**src/rtl/control_dw_micro.sv**
```systemverilog
// Multi-cycle control FSM for the 8-bit micro write-back path.
// Fetch, decode, execute, data-memory wait and register write-back.
module control_dw_micro #(
  parameter logic [7:0] RESET_PC    = 8'h00,
  parameter int         MEM_TIMEOUT = 15
) (
  input  logic        i_clk,
  input  logic        i_rst,
  output logic [7:0]  o_pc,
  output logic        o_fetch_req,
  input  logic [15:0] i_instr,
  input  logic        i_instr_valid,
  output logic        o_mem_rd,
  output logic [7:0]  o_mem_addr,
  input  logic        i_mem_ack,
  output logic [2:0]  o_sel_dw,
  output logic [7:0]  o_num,
  output logic [7:0]  o_dir_instr,
  output logic [2:0]  o_rd_addr,
  output logic [2:0]  o_ry_addr,
  output logic        o_reg_wr,
  output logic        o_alu_en,
  output logic        o_err_illegal,
  output logic        o_err_timeout,
  output logic        o_halted
);

  typedef enum logic [2:0] {
    S_FETCH,
    S_DECODE,
    S_EXEC,
    S_MEM_WAIT,
    S_WB,
    S_HALT
  } state_t;

  localparam logic [3:0] OP_NOP  = 4'h0;
  localparam logic [3:0] OP_LDI  = 4'h1;
  localparam logic [3:0] OP_MOV  = 4'h2;
  localparam logic [3:0] OP_LD   = 4'h3;
  localparam logic [3:0] OP_CALL = 4'h4;
  localparam logic [3:0] OP_JMP  = 4'h5;
  localparam logic [3:0] OP_ALU  = 4'h6;
  localparam logic [3:0] OP_HALT = 4'hF;

  localparam logic [7:0] TO_LAST = 8'(MEM_TIMEOUT - 1);

  state_t      state;
  logic [15:0] instr_q;
  logic [7:0]  cnt;
  logic [3:0]  op;
  logic [2:0]  sel_d;

  assign op         = instr_q[15:12];
  assign o_mem_addr = instr_q[7:0];

  // DW selector code for the latched opcode
  always_comb begin
    sel_d = 3'b000;
    case (op)
      OP_LDI:  sel_d = 3'b010;
      OP_MOV:  sel_d = 3'b100;
      OP_LD:   sel_d = 3'b001;
      OP_CALL: sel_d = 3'b011;
      default: sel_d = 3'b000;
    endcase
  end

  // Control state machine with registered outputs
  always_ff @(posedge i_clk or posedge i_rst) begin
    if (i_rst) begin
      state         <= S_FETCH;
      instr_q       <= '0;
      cnt           <= '0;
      o_pc          <= RESET_PC;
      o_fetch_req   <= 1'b0;
      o_mem_rd      <= 1'b0;
      o_sel_dw      <= '0;
      o_num         <= '0;
      o_dir_instr   <= '0;
      o_rd_addr     <= '0;
      o_ry_addr     <= '0;
      o_reg_wr      <= 1'b0;
      o_alu_en      <= 1'b0;
      o_err_illegal <= 1'b0;
      o_err_timeout <= 1'b0;
      o_halted      <= 1'b0;
    end else begin
      o_reg_wr <= 1'b0;
      o_alu_en <= 1'b0;
      unique case (state)
        S_FETCH: begin
          if (o_fetch_req && i_instr_valid) begin
            instr_q     <= i_instr;
            o_pc        <= o_pc + 8'd1;
            o_fetch_req <= 1'b0;
            state       <= S_DECODE;
          end else begin
            o_fetch_req <= 1'b1;
          end
        end
        S_DECODE: begin
          o_num     <= instr_q[7:0];
          o_rd_addr <= instr_q[11:9];
          o_ry_addr <= instr_q[8:6];
          o_sel_dw  <= sel_d;
          state     <= S_EXEC;
        end
        S_EXEC: begin
          case (op)
            OP_LDI, OP_MOV: begin
              o_reg_wr <= 1'b1;
              state    <= S_WB;
            end
            OP_ALU: begin
              o_alu_en <= 1'b1;
              o_reg_wr <= 1'b1;
              state    <= S_WB;
            end
            OP_LD: begin
              o_mem_rd <= 1'b1;
              cnt      <= '0;
              state    <= S_MEM_WAIT;
            end
            OP_CALL: begin
              o_dir_instr <= o_pc;
              o_pc        <= o_num;
              o_reg_wr    <= 1'b1;
              state       <= S_WB;
            end
            OP_JMP: begin
              o_pc        <= o_num;
              o_fetch_req <= 1'b1;
              state       <= S_FETCH;
            end
            OP_NOP: begin
              o_fetch_req <= 1'b1;
              state       <= S_FETCH;
            end
            OP_HALT: begin
              o_halted <= 1'b1;
              state    <= S_HALT;
            end
            default: begin
              o_err_illegal <= 1'b1;
              o_fetch_req   <= 1'b1;
              state         <= S_FETCH;
            end
          endcase
        end
        S_MEM_WAIT: begin
          if (i_mem_ack) begin
            o_mem_rd <= 1'b0;
            o_reg_wr <= 1'b1;
            state    <= S_WB;
          end else if (cnt == TO_LAST) begin
            o_mem_rd      <= 1'b0;
            o_err_timeout <= 1'b1;
            o_fetch_req   <= 1'b1;
            state         <= S_FETCH;
          end else begin
            cnt <= cnt + 8'd1;
          end
        end
        S_WB: begin
          o_fetch_req <= 1'b1;
          state       <= S_FETCH;
        end
        S_HALT: begin
          state <= S_HALT;
        end
      endcase
    end
  end

endmodule
```
**config.mk**
```make
export PLATFORM = sky130hd
export DESIGN_NAME = control_dw_micro
export DESIGN_NICKNAME = d
export VERILOG_FILES = /design/src/rtl/control_dw_micro.sv
export SDC_FILE = /design/constraint.sdc
export NUM_CORES = 1
export LEC_CHECK = 0
export CELL_PAD_IN_SITES_DETAIL_PLACEMENT = 1
export CELL_PAD_IN_SITES_GLOBAL_PLACEMENT = 1
export CORE_ASPECT_RATIO = 2
export CORE_MARGIN = 5
export CORE_UTILIZATION = 39
export CTS_CLUSTER_DIAMETER = 40
export DETAILED_ROUTE_END_ITERATION = 8
export GPL_ROUTABILITY_DRIVEN = 0
export GPL_TIMING_DRIVEN = 1
export PLACE_DENSITY = 0.87
export SLEW_MARGIN = 20
export SYNTH_ARGS = -nofsm -noshare
export SYNTH_HDL_FRONTEND = slang
export SYNTH_SLANG_ARGS = --single-unit
export TNS_END_PERCENT = 20
```
**constraint.sdc**
```tcl
create_clock -name i_clk -period 2.8 [get_ports i_clk]
set_input_delay 0.56 -clock i_clk [delete_from_list [all_inputs] [get_ports i_clk]]
set_output_delay 0.56 -clock i_clk [all_outputs]
set_load 0.01 [all_outputs]
```
* Word level (Yosys, flattened, before mapping)
Cells that the tools add are included.
** Storage, ports and cells
- Bits in writable memories :: 0
- Register bits after elaboration :: 67
- Bits in read-only memories :: 0
- Output and inout port bits :: 48
- Memories kept :: 0
- Latch bits :: 0
** Operators by class
- Magnitude comparators :: 0
- Multiplexer cells :: 27
- Equality and inequality tests :: 21
- Add/sub/neg operators :: 2
- Reduce and logical (&&, ||, !) cells :: 20
- Shifts and indexed selects :: 0
- Div/mod/pow operators :: 0
- Bitwise logic cells :: 2
- $mul :: 0
** Operator list (number)
- 8-bit 2-to-1 mux :: 5
- 8-bit case mux with 2 select lines :: 2
- 3-bit case mux with 6 select lines :: 1
- 8-bit by 1-bit adder with 8-bit output, second input constant :: 2
- 2-bit != test, second input constant :: 7
- 4-bit by 3-bit == test with 1-bit output, second input constant :: 3
- 3-bit case mux with 4 select lines :: 1
- 1-bit 2-to-1 mux :: 11
- 2-bit AND reduction :: 5
- 3-bit 2-to-1 mux :: 3
- 3-bit case mux with 3 select lines :: 1
- 3-bit AND reduction :: 3
- 4-bit by 2-bit == test with 1-bit output, second input constant :: 2
- 8-bit by 4-bit == test with 1-bit output, second input constant :: 1
- 4-bit AND reduction :: 2
- 8-bit OR reduction :: 1
- 3-bit by 2-bit == test with 1-bit output, second input constant :: 2
- 3-bit == test, second input constant :: 2
- 6-bit OR reduction :: 1
- 4-bit by 1-bit == test with 1-bit output, second input constant :: 1
- 4-bit == test, second input constant :: 1
- 4-bit logical NOT :: 1
- 1-bit case mux with 2 select lines :: 2
- 1-bit case mux with 4 select lines :: 1
- other kinds (9) :: 11

* Longest topological paths before layout
- Depth after elaboration :: 4
- Mapped depth :: 7
- Depth with buffers taken out :: 6

* Worst setup path after synthesis
Ideal clock, no wire load.
- Path kind :: register to register
- Start point :: reg state[2]
- End point :: reg o_dir_instr[0]
- Data arrival time :: 1.527 ns
- Required time :: 2.675 ns
- Slack :: 1.148 ns
- Library setup time :: 0.125 ns
- Stages on the path, launching flop included :: 6
- Buffers on the path :: 1
- Path through :: dfrtp_1 -> buf_4 -> nor3b_4 -> nand3_4 -> nor2_4 -> mux2_2
** On the way
- Word-level cells in the longest chain between the ends :: 2
** Ends and longest elaborated chain
- start, declared :: RTL line 48 : state_t state;
- start signal, assigned :: RTL line 72 : state <= S_FETCH;
- start signal, assigned :: RTL line 97 : state <= S_DECODE;
- start signal, assigned :: RTL line 107 : state <= S_EXEC;
- 3-bit by 2-bit == test with 1-bit output :: RTL line 91 : unique case (state)
- 2-bit AND reduction (no source line)
- end signal, assigned :: RTL line 126 : o_dir_instr <= o_pc;
- end, declared :: RTL line 18 : output logic [7:0] o_dir_instr,
No other way between the ends.
A chain may end at the register's enable or synchronous reset.

* Final worst setup path
- Start point :: reg state[1]
- End point :: reg o_dir_instr[5]
Same word-level chain as after synthesis.

==> results.toml <==
[synth]
synth-async-reset-ratio_pct = 100
synth-edff-count = 0
ys_ff_latch = 65
synth_top_family_by_area = "simple AND/OR/NAND/NOR gates"
avgSynthCellArea_um2 = 10.4
yosysUniqueCellTypes = 57
synthSimpleGateAreaFrac_pct = 21.7
synth-xor-area-share_pct = 0.828
syn_inst = 304
synth_compound_area_share_pct = 11.7
synth_top_area_share_pct = 51.3
synth_common_cells = "nand2_1 (67), dfrtp_1 (65), mux2_2 (20)"
synthesis.area_um2 = 3170
synth.most_common_cell = "nand2_1"
yosysWarnings = 0
synth_top_area_cell = "dfrtp_1"
synth_fa_ha_area_share_pct = 1.58
yosys-top-cells-area = "dfrtp_1 (51%), nand2_1 (7.9%), mux2_2 (7.1%), buf_4 (2.8%), o21ai_0 (1.7%)"
synth_nets = 328
yosysSeqAreaShare_pct = 51.3
yosys_most_used_dff = "dfrtp_1"
synth_mux_area_share_pct = 7.10

[detailed_routing]
wl_um = 8820
dr.pass1.iters = 4
drt_iter0_markers = 78
ant_nets = 0
routedWlPerCell_um = 19.2
viasPerCell = 5.42
remaining_drc_errors = 0
vias = 2489

[job]
maxCapViolCount = 0

[power_and_ir_drop]
peakVddDrop_v = 0.000549
switching_share_pct = 36.9
pwr_density_cell_nw_per_um2 = 1170
p_clk_share_pct = 20.7
p_int_w = 0.00304
p_sw_w = 0.00178
p_leak_nw = 1.78
pwr-share-seq_pct = 37.2
power_frac_comb_pct = 42.1

[critical_path]
critPathArrivalTime_ns = 2.32
slowest_delay_ns = 0.56
critPathTopFamily = "simple AND/OR/NAND/NOR gates"
cp_data_required_time_ns = 3.01
critical_path_class = "reg -> reg"
path_cells = "nor3b_4 > nand3_4 > nor2_4 > mux2_2"
critical_path_buf_inv_count = 0
end_kind = "flip-flop"
startpoint_type = "flip-flop"
slowest_stage = "dfrtp_1"
cp_max_fo = 12

[global_routing]
grt_pass1_wl_um = 14200
grt_usage_pct = 18.8
grt_max_degree = 43
antenna_found_initial = 0
grt_pass1_vias = 2788
grt-ovfl-total = 0

[clocking]
cts_resized = 0
numCtsBuffers = 9
cts_sinks = 65
clkLatencyLatePin_ns = 0.33
postCtsHoldBufs = 0
htreeDepth = 3
cts_tree = "yes"
cts_buffer_depth = 2
clock-root-buffer = "clkbuf_16"
post_cts_buffers = 0
clk_pin_slew_worst_paths_ns = 0.05

[floorplan]
die_area_um2 = 10100
initial_core_util_pct = 39.9
die_y_um = 138
core_um2 = 7940
die_w_um = 73.8
num_rows = 46
io_pins = 68

[cells_and_area]
diodes = 0
final_util_pct = 51.7
fin_nets = 384
area_growth_pct = 29.4
drive_gt1_share_pct = 14.0
fin_area_um2 = 4110

[timing]
rsz0062_at_grt = "false"
fmax_ghz = 0.474
worst_hold_slack_ns = 0.452
min_period_ns = 2.11
fin_crit_sh_pct = 75.3
setup_tns_ns = 0
relSlewSlack_pct = 63.6
worstMarginPinSlew_ns = 0.541
hold_viol_final = 0
drv_slew = 0
setup_viol = 0
skew_ns = 0.00582

[placed_design]
port_buffers = 67
postPlaceCellArea_um2 = 3840
dpl.hpwl_um = 6460

[hold_path]
hold_path.class = "reg -> reg"

[outcome]
outcome = "completed"
## power by group through the flow
stage	clock network (W)	logic [W]	registers, W
floorplan	0	0.00128	0.00167
global placement	0	0.00195	0.00176
detailed placement	0	0.00203	0.00179
CTS	0.00103	0.00207	0.00179
global route	0.00106	0.00221	0.00185
finish	0.000998	0.00203	0.00179
## registers in the layout, indices dropped and copies added, names as in the netlist
| signal | cells |
|---|---|
| o_dir_instr | 8 |
| cnt | 8 |
| o_ry_addr | 2 |
| o_rd_addr | 3 |
| o_mem_rd | 1 |
| o_reg_wr | 1 |
| o_num | 7 |
| instr_q | 16 |
| o_alu_en | 1 |
| o_halted | 1 |
| o_err_timeout | 1 |
| o_sel_dw | 3 |
| state | 3 |
| o_fetch_req | 1 |
| o_pc | 8 |
| o_err_illegal | 1 |
## area by class of cell
class | count | area, um2
Tap cell | 96 | 120
Inverter | 5 | 18.8
Clock buffer | 14 | 264
Multi-Input combinational cell | 208 | 1360
Sequential cell | 65 | 1630
Timing Repair Buffer | 71 | 713
Fill cell | 880 | 3840
## path summary, 6_finish.rpt
kind / startpoint / to / slack, ns / cells past startpoint
min in group asynchronous: i_rst / o_rd_addr[2]$_DFFE_PP0N_ / 0.60 / 2
max in group asynchronous: i_rst / state[1]$_DFFE_PP0P_ / 1.58 / 3
max reg2reg: state[1]$_DFFE_PP0P_ / o_dir_instr[5]$_DFFE_PP0P_ / 0.69 / 4
min reg2reg: o_err_timeout$_DFFE_PP0P_ / o_err_timeout$_DFFE_PP0P_ / 0.45 / 1
max: state[1]$_DFFE_PP0P_ / o_dir_instr[5]$_DFFE_PP0P_ / 0.69 / 4
min: o_err_timeout$_DFFE_PP0P_ / o_err_timeout$_DFFE_PP0P_ / 0.45 / 1
## cell usage in the layout (no fill, tap or decap), drive strengths merged, types with 4 or more instances in the layout
master / instances
clkdlybuf4s50: 67
nor3: 5
o21ai: 12
buf: 4
inv: 5
nand2: 67
nand3: 10
o211ai: 5
dfrtp: 65
a21oi: 6
nand2b: 4
nor2: 12
clkbuf: 14
mux2: 20
ha: 4
a31oi: 5
## kinds of logic (layout without fill, tap and decap cells)
group | Yosys count | in the layout
AOI/OAI and AO/OA | 52 | 52
and+or+nand+nor | 129 | 129
muxes | 20 | 20
buffers and inverters | 31 | 90
adders and majority gates | 4 | 4
xor gates and xnor gates | 3 | 3
DFF | 65 | 65
## through the flow
step                worst slack (ns)  total power [W]  std cells
floorplan                      0.614          0.00296        304
global placement               0.683          0.00372        445
detailed placement             0.635          0.00382        445
finish                         0.691          0.00482        459
global route                   0.607          0.00511        459
CTS                            0.689          0.00489        459
## metal layers
| metal | up-vias | track usage, % | part of all wire, % |
|---|---|---|---|
| li1 | 1169 | - | - |
| met2 | 50 | 35.1 | 58 |
| met5 | - | 0 | 0 |
| met4 | 0 | 9.27 | 2.5 |
| met1 | 1256 | 18.6 | 36 |
| met3 | 14 | 4.53 | 3.2 |
Power figures use the tool's default switching activity.
